[src/rtl/nabp_sinogram_reader_if.sv]
`default_nettype none
// ============================================================================
//  Module      : nabp_sinogram_reader_if
//  Description : Angle handshake and sinogram-memory bus between the swap
//                control / memory and the sinogram reader.
//  Revision    : 1.0  initial release
// ============================================================================
interface nabp_sinogram_reader_if #(
    parameter int A_LEN    = 8,
    parameter int S_LEN    = 9,
    parameter int DATA_LEN = 12
);
    logic                          hs_next_angle;
    logic signed [S_LEN-1:0]       hs_s_val;
    logic [A_LEN-1:0]              hs_angle;
    logic                          hs_has_next_angle;
    logic                          hs_next_angle_ack;
    logic [DATA_LEN-1:0]           hs_val;
    logic                          mem_rd;
    logic [A_LEN+S_LEN-1:0]        mem_addr;
    logic [DATA_LEN-1:0]           mem_data;

    modport master (
        output hs_next_angle, hs_s_val, mem_data,
        input  hs_angle, hs_has_next_angle, hs_next_angle_ack, hs_val,
               mem_rd, mem_addr
    );

    modport slave (
        input  hs_next_angle, hs_s_val, mem_data,
        output hs_angle, hs_has_next_angle, hs_next_angle_ack, hs_val,
               mem_rd, mem_addr
    );
endinterface
`default_nettype wire

[src/rtl/nabp_sinogram_reader.sv]
`default_nettype none
// ============================================================================
//  Module      : nabp_sinogram_reader
//  Description : Sequences projection angles for one frame and serves
//                sinogram samples from external memory at fixed latency.
//  Revision    : 1.0  initial release
// ============================================================================
module nabp_sinogram_reader #(
    parameter int A_LEN      = 8,
    parameter int S_LEN      = 9,
    parameter int DATA_LEN   = 12,
    parameter int N_ANGLES   = 180,
    parameter int ANGLE_STEP = 1,
    parameter int S_SIZE     = 256,
    parameter int MEM_LAT    = 1
) (
    input  logic                    clk,
    input  logic                    reset_n,
    input  logic                    start,
    output logic                    busy,
    output logic                    done,
    nabp_sinogram_reader_if.slave   bus
);
    typedef enum logic [1:0] {
        S_IDLE   = 2'd0,
        S_FIRST  = 2'd1,
        S_SERVE  = 2'd2,
        S_FINISH = 2'd3
    } state_t;

    localparam logic [A_LEN-1:0]        c_step       = A_LEN'(ANGLE_STEP);
    localparam logic [A_LEN:0]          c_step_w     = (A_LEN+1)'(ANGLE_STEP);
    localparam logic [A_LEN:0]          c_n_angles   = (A_LEN+1)'(N_ANGLES);
    localparam logic                    c_first_next = (c_step_w < c_n_angles);
    localparam logic signed [S_LEN:0]   c_half       = (S_LEN+1)'(S_SIZE / 2);
    localparam logic signed [S_LEN:0]   c_size       = (S_LEN+1)'(S_SIZE);

    state_t                 r_state, w_state_next;
    logic [A_LEN-1:0]       r_angle, w_angle_next;
    logic                   r_has_next, w_has_next_next;
    logic                   r_ack, w_ack_next;
    logic                   r_done, w_done_next;
    logic [A_LEN-1:0]       w_angle_inc;
    logic                   w_has_next_calc;
    logic                   w_busy;

    assign w_busy          = (r_state != S_IDLE);
    // Widened by one bit so angle+step never wraps before the compare.
    assign w_angle_inc     = r_angle + c_step;
    assign w_has_next_calc = (({1'b0, w_angle_inc} + c_step_w) < c_n_angles);

    always_ff @(posedge clk) begin
        if (!reset_n) begin
            r_state    <= S_IDLE;
            r_angle    <= '0;
            r_has_next <= 1'b0;
            r_ack      <= 1'b0;
            r_done     <= 1'b0;
        end else begin
            r_state    <= w_state_next;
            r_angle    <= w_angle_next;
            r_has_next <= w_has_next_next;
            r_ack      <= w_ack_next;
            r_done     <= w_done_next;
        end
    end

    always_comb begin
        w_state_next    = r_state;
        w_angle_next    = r_angle;
        w_has_next_next = r_has_next;
        w_ack_next      = 1'b0;
        w_done_next     = 1'b0;
        case (r_state)
            S_IDLE: begin
                if (start) begin
                    w_state_next    = S_FIRST;
                    w_angle_next    = '0;
                    w_has_next_next = c_first_next;
                    w_ack_next      = 1'b1;
                end
            end
            S_FIRST: begin
                w_state_next = S_SERVE;
            end
            S_SERVE: begin
                // A request seen while the ack is still showing is the same request.
                if (bus.hs_next_angle && !r_ack) begin
                    if (r_has_next) begin
                        w_angle_next    = w_angle_inc;
                        w_has_next_next = w_has_next_calc;
                        w_ack_next      = 1'b1;
                    end else begin
                        w_state_next = S_FINISH;
                        w_done_next  = 1'b1;
                    end
                end
            end
            S_FINISH: begin
                w_state_next    = S_IDLE;
                w_angle_next    = '0;
                w_has_next_next = 1'b0;
            end
            default: begin
                w_state_next = S_IDLE;
            end
        endcase
    end

    logic signed [S_LEN:0]      w_s_ext;
    logic signed [S_LEN:0]      w_u;
    logic                       w_oor;
    logic                       r_mem_rd;
    logic [A_LEN+S_LEN-1:0]     r_mem_addr;
    logic                       w_vld_out;
    logic [DATA_LEN-1:0]        r_hs_val;

    assign w_s_ext = {bus.hs_s_val[S_LEN-1], bus.hs_s_val};
    assign w_u     = w_s_ext + c_half;
    assign w_oor   = w_u[S_LEN] || (w_u >= c_size);

    // Angle is captured alongside the address so later swaps cannot disturb reads in flight.
    always_ff @(posedge clk) begin
        if (!reset_n) begin
            r_mem_rd   <= 1'b0;
            r_mem_addr <= '0;
        end else begin
            r_mem_rd   <= !w_oor && w_busy;
            r_mem_addr <= {r_angle, w_u[S_LEN-1:0]};
        end
    end

    generate
        if (MEM_LAT == 1) begin : g_lat_one
            logic r_vld_sr;
            always_ff @(posedge clk) begin
                if (!reset_n) r_vld_sr <= 1'b0;
                else          r_vld_sr <= r_mem_rd;
            end
            assign w_vld_out = r_vld_sr;
        end else begin : g_lat_multi
            logic [MEM_LAT-1:0] r_vld_sr;
            always_ff @(posedge clk) begin
                if (!reset_n) r_vld_sr <= '0;
                else          r_vld_sr <= {r_vld_sr[MEM_LAT-2:0], r_mem_rd};
            end
            assign w_vld_out = r_vld_sr[MEM_LAT-1];
        end
    endgenerate

    always_ff @(posedge clk) begin
        if (!reset_n) r_hs_val <= '0;
        else          r_hs_val <= (w_vld_out && w_busy) ? bus.mem_data : '0;
    end

    assign bus.hs_angle          = r_angle;
    assign bus.hs_has_next_angle = r_has_next;
    assign bus.hs_next_angle_ack = r_ack;
    assign bus.hs_val            = r_hs_val;
    assign bus.mem_rd            = r_mem_rd;
    assign bus.mem_addr          = r_mem_addr;
    assign busy                  = w_busy;
    assign done                  = r_done;
endmodule
`default_nettype wire

[src/flat_wrapper.sv]
// flat-port wrapper written by rule: the top's interface ports become plain ports
module nabp_sinogram_reader_flat 
#(
    parameter int A_LEN      = 8,
    parameter int S_LEN      = 9,
    parameter int DATA_LEN   = 12,
    parameter int N_ANGLES   = 180,
    parameter int ANGLE_STEP = 1,
    parameter int S_SIZE     = 256,
    parameter int MEM_LAT    = 1
)
  (clk, reset_n, start, busy, done, bus_hs_next_angle, bus_hs_s_val, bus_mem_data, bus_hs_angle, bus_hs_has_next_angle, bus_hs_next_angle_ack, bus_hs_val, bus_mem_rd, bus_mem_addr);
  nabp_sinogram_reader_if #(.A_LEN(A_LEN), .S_LEN(S_LEN), .DATA_LEN(DATA_LEN)) bus_i ();
  input  logic clk;
  input  logic reset_n;
  input  logic start;
  output logic busy;
  output logic done;
  input wire logic [$bits(bus_i.hs_next_angle)-1:0] bus_hs_next_angle;
  input wire logic [$bits(bus_i.hs_s_val)-1:0] bus_hs_s_val;
  input wire logic [$bits(bus_i.mem_data)-1:0] bus_mem_data;
  output wire logic [$bits(bus_i.hs_angle)-1:0] bus_hs_angle;
  output wire logic [$bits(bus_i.hs_has_next_angle)-1:0] bus_hs_has_next_angle;
  output wire logic [$bits(bus_i.hs_next_angle_ack)-1:0] bus_hs_next_angle_ack;
  output wire logic [$bits(bus_i.hs_val)-1:0] bus_hs_val;
  output wire logic [$bits(bus_i.mem_rd)-1:0] bus_mem_rd;
  output wire logic [$bits(bus_i.mem_addr)-1:0] bus_mem_addr;
  assign bus_i.hs_next_angle = bus_hs_next_angle;
  assign bus_i.hs_s_val = bus_hs_s_val;
  assign bus_i.mem_data = bus_mem_data;
  assign bus_hs_angle = bus_i.hs_angle;
  assign bus_hs_has_next_angle = bus_i.hs_has_next_angle;
  assign bus_hs_next_angle_ack = bus_i.hs_next_angle_ack;
  assign bus_hs_val = bus_i.hs_val;
  assign bus_mem_rd = bus_i.mem_rd;
  assign bus_mem_addr = bus_i.mem_addr;
  nabp_sinogram_reader #(.A_LEN(A_LEN), .S_LEN(S_LEN), .DATA_LEN(DATA_LEN), .N_ANGLES(N_ANGLES), .ANGLE_STEP(ANGLE_STEP), .S_SIZE(S_SIZE), .MEM_LAT(MEM_LAT)) u_core (.clk(clk), .reset_n(reset_n), .start(start), .busy(busy), .done(done), .bus(bus_i));
endmodule
[config.mk]
export PLATFORM = sky130hd
export DESIGN_NAME = nabp_sinogram_reader_flat
export DESIGN_NICKNAME = d
export VERILOG_FILES = /design/src/rtl/nabp_sinogram_reader_if.sv /design/src/rtl/nabp_sinogram_reader.sv /design/src/flat_wrapper.sv
export SDC_FILE = /design/constraint.sdc
export NUM_CORES = 1
export LEC_CHECK = 0
export BUFFER_PORTS_ARGS = -buffer_cell sky130_fd_sc_hd__buf_2
export CAP_MARGIN = 15
export CORE_ASPECT_RATIO = 0.5
export CORE_MARGIN = 1
export CORE_UTILIZATION = 43
export CTS_CLUSTER_DIAMETER = 50
export DETAILED_ROUTE_END_ITERATION = 16
export GPL_TIMING_DRIVEN = 1
export PLACE_DENSITY = 0.74
export SYNTH_ARGS = -nofsm -noshare
export SYNTH_HDL_FRONTEND = slang
export SYNTH_SLANG_ARGS = --single-unit
[constraint.sdc]
create_clock -name clk -period 1.8 [get_ports clk]
set_input_delay 0.18 -clock clk [delete_from_list [all_inputs] [get_ports clk]]
set_output_delay 0.18 -clock clk [all_outputs]
set_load 0.01 [all_outputs]
==> metrics list <==
* Classification of the worst setup path: register to register
- At the pin with the least slew margin, the transition time is 399 ps.
* Design area: 2460 um^2
- Startpoint types: register
* Final worst path period share: 100%
- Clock tree synthesis inserted a total of 5 buffers.
* GP Congestion: between 0.8 and 0.9
* Sinks on the clock net: between 40 and 50
* Sum of internal, switching and leakage power: roughly 0.0025 W
* Failing checks: setup timing
- Once detail routing completed, the nets flagged for antenna violations numbered 0.
- The net count of the finished layout is 290.
- The worst hold path belongs to the class input port to register.
- In the final layout, the share of cells above drive strength 1 is roughly 44%.
- Final design utilization: between 60 and 70%
- Global-route wire length before repair: 6430 um
* Final hold vios: 0
- Pre-Repair DR Iteration Count: 4
* IO Port Bufs: 66
- Rel. slew slack: 73.4%
- Dividing the detail-routed via count by the number of cells gives 5.05.
- Total of flip-flops plus latches after synthesis: 44
- For this block, the via count after detailed routing is roughly 1600.
* CTS hold repair buffers: 0
- DIE HEIGHT: between 40 and 50 um
- Status: finished, violations left
* Max cap viols: 0
- The number of nets handed over by synthesis was between 200 and 250.
- Max Clock Skew: roughly 4 ps
- Buffer depth of the longest clock path: 2
* Synthesized instance count: between 150 and 200
- The clock reaches the later pin of the worst-skew pair after ~300 ps.
- After detailed routing, the total wire length is 4390 um.
- CTS tree: done
- Timing would allow up to 553 MHz.
- At the worst endpoint, the required time is 1990 ps.
* Width of the chip: a little over 90 um
* Vias in the first global route: approximately 1400
- The placed instances occupy a cell area of 2190 um^2.
- Number of library cell types mapped by synthesis: approximately 40
* Fraction of the yosys area taken by sequential cells: 50.5%
* Global-route usage over all layers: between 20% and 30%
- Arrival time of data at the critical path endpoint: just under 2000 ps
- Compared with the post-synthesis result, the final layout area differs by 41.0%.
- Static Leakage: 1.17 nW
* Placed cells: 298
- Row cnt: 15
- Antenna diode instance count: 0
* Remaining design rule violation count: 0
- The finished layout holds between 300 and 400 standard cells, fillers aside.
- Post-detail-place hpwl: about 2800 um
* Die area: around 4300 um^2
- The H-tree generated during clock tree synthesis spans 2 levels.
- Ports: between 60 and 70
- A synthesized cell averages 9.74 um^2.
- Maximum fanout count along the critical path: 7
- The worst setup path is captured at a register.
- Largest net degree at the start of global routing: 21
- Pwr dens: between 1000 and 1500 nW/um^2
- Max VDD drop: about 0.39 mV
- For the finished layout, the period the worst path requires is about 1800 ps.
- Among all flip-flop cells after synthesis, the most frequent one is dfxtp_1.
- Antenna violations before repair: 0
- Minimum setup slack in the final design: -7.28 ps
- Yosys printed 0 warnings.
* Tightest hold margin: 52.1 ps
- Initial Utilization: a little under half
- The mapped netlist covers between 1500 and 2000 um^2.
- Counting flops with a built-in enable in the synthesized netlist gives 0.
- Clock slew seen by the registers of the worst setup and hold paths: around 80 ps
* Final number of setup-violating endpoints: 1
- Total congestion overflow: 0
- For this run, asynchronously set or reset flops after synthesis account for 0%.
- The number of slew-limit violations in the final report came to 0.
- The core region is 3640 um^2.
- Clock root buffer: clkbuf_8
- Fill cells: between 300 and 400
- Setup repair after global routing missed its margin: true
- DRT iter0 DRCs: between 40 and 50
- After detailed routing, the average wire length per cell comes to about 14 um.
## per-layer routing
layer  GRT usage, %  up-vias  share of wire [%]
li1               -      781                  -
met1           23.9      727                 45
met2           35.5       52                 48
met3           5.66       12                5.3
met4           10.0        0                1.8
met5              0        -                  0
## worst max-delay path, stage by stage (launching register included)
cell and delay, ps:
dfxtp_4 430, inv_4 60, ha_4 280, nor2_4 40, buf_4 130, a32oi_2 240
o31ai_2 140, o32ai_2 270, a211oi_1 100
## cell type report
type | count | area, um^2 | area share (%)
clock inverter | 2 | 38.8 | 1.58
tap | 51 | 63.8 | 2.60
timing repair buffer | 84 | 465 | 18.9
multi-input combinational | 118 | 890 | 36.2
inverter | 6 | 25.0 | 1.02
sequential | 44 | 892 | 36.3
clock buffer | 6 | 82.6 | 3.36
## placed cells by master (no fill, tap or decap), types with 3 or more instances in the layout
| cell type | synthesis | final |
|---|---|---|
| a21oi_1 | 5 | 5 |
| dfxtp_1 | 44 | 39 |
| nand2b_1 | 3 | 3 |
| inv_1 | 6 | 5 |
| nand3_1 | 6 | 5 |
| nor2b_1 | 5 | 5 |
| and2_1 | 28 | 28 |
| xor2_1 | 4 | 3 |
| nand2_1 | 5 | 5 |
| buf_2 | 3 | 66 |
| nand4_1 | 3 | 3 |
| dfxtp_2 | 0 | 3 |
| and3_1 | 3 | 3 |
| clkbuf_8 | 0 | 6 |
| ha_1 | 6 | 3 |
| buf_4 | 0 | 18 |
| nor2_1 | 6 | 5 |
| o21ai_0 | 14 | 12 |
## cell families (layout without fill, tap and decap cells)
group	Yosys count	in the layout	share of synthesized area, %
muxes	2	2	1.15
and+or+nand+nor	67	67	22.5
adders and majority gates	6	6	4.31
buffers and inverters	17	98	3.88
AOI/OAI and AO/OA	39	39	15.6
DFF	44	44	50.5
xor gates and xnor gates	4	4	2.01
## synthesized netlist by cell type, drive strengths merged, types with 2 or more instances
cell type / number / area share, %
mux2i: 2 / 1.1
a31oi: 2 / 0.72
buf: 3 / 0.86
a221oi: 2 / 1.0
o31ai: 2 / 0.86
and2: 29 / 10
a21oi: 5 / 1.4
and3: 3 / 1.1
nor3: 2 / 0.57
nor2b: 5 / 1.8
nand4: 3 / 1.1
ha: 6 / 4.3
clkbuf: 8 / 1.7
nand2: 6 / 1.4
nand2b: 3 / 1.1
a211oi: 2 / 1.1
xor2: 4 / 2.0
o21ai: 14 / 4.0
nand3: 6 / 1.7
nor2: 6 / 1.3
dfxtp: 44 / 51
inv: 6 / 1.3
## stage by stage
step           setup WS (ps)  setup TNS, ps
3_5_place_dp           -10.2          -10.2
2_1_floorplan           51.9              0
5_1_grt                -72.1          -72.1
4_1_cts                 12.3              0
3_3_place_gp            81.5              0
6_report               -7.28          -7.28
## state kept, by name, summed over array words and instances, names as in the netlist, 2 cells and up
signal / cells
u_core.bus.hs_angle: 8
u_core.bus.hs_val: 12
u_core.bus.mem_addr: 17
u_core.r_state: 2
## path summary, 6_finish.rpt
kind | from | cells past startpoint | endpoint | slack, ps
max reg2reg | u_core.bus.hs_angle[0] | 8 | u_core.bus.hs_has_next_angle | -7
min | bus_hs_s_val[7] | 2 | u_core.bus.mem_addr[7] | 50
max | u_core.bus.hs_angle[0] | 8 | u_core.bus.hs_has_next_angle | -7
min reg2reg | u_core.bus.mem_rd | 1 | u_core.g_lat_one.r_vld_sr | 460
## report_power, final
part | total, W | internal, W | switching (W)
combinational | 0.000628 | 0.000287 | 0.000341
sequential | 0.00109 | 0.00104 | 0.0000445
clock | 0.000804 | 0.000454 | 0.000350
## repair_timing
item | CTS | global route
gates cloned | 0 | 0
resized for setup | 4 | 20
pin swaps | 1 | 7
setup buffers | 0 | 5
setup endpoints to repair | 2 | 5
No activity file was read; power rests on OpenSTA's default activity.
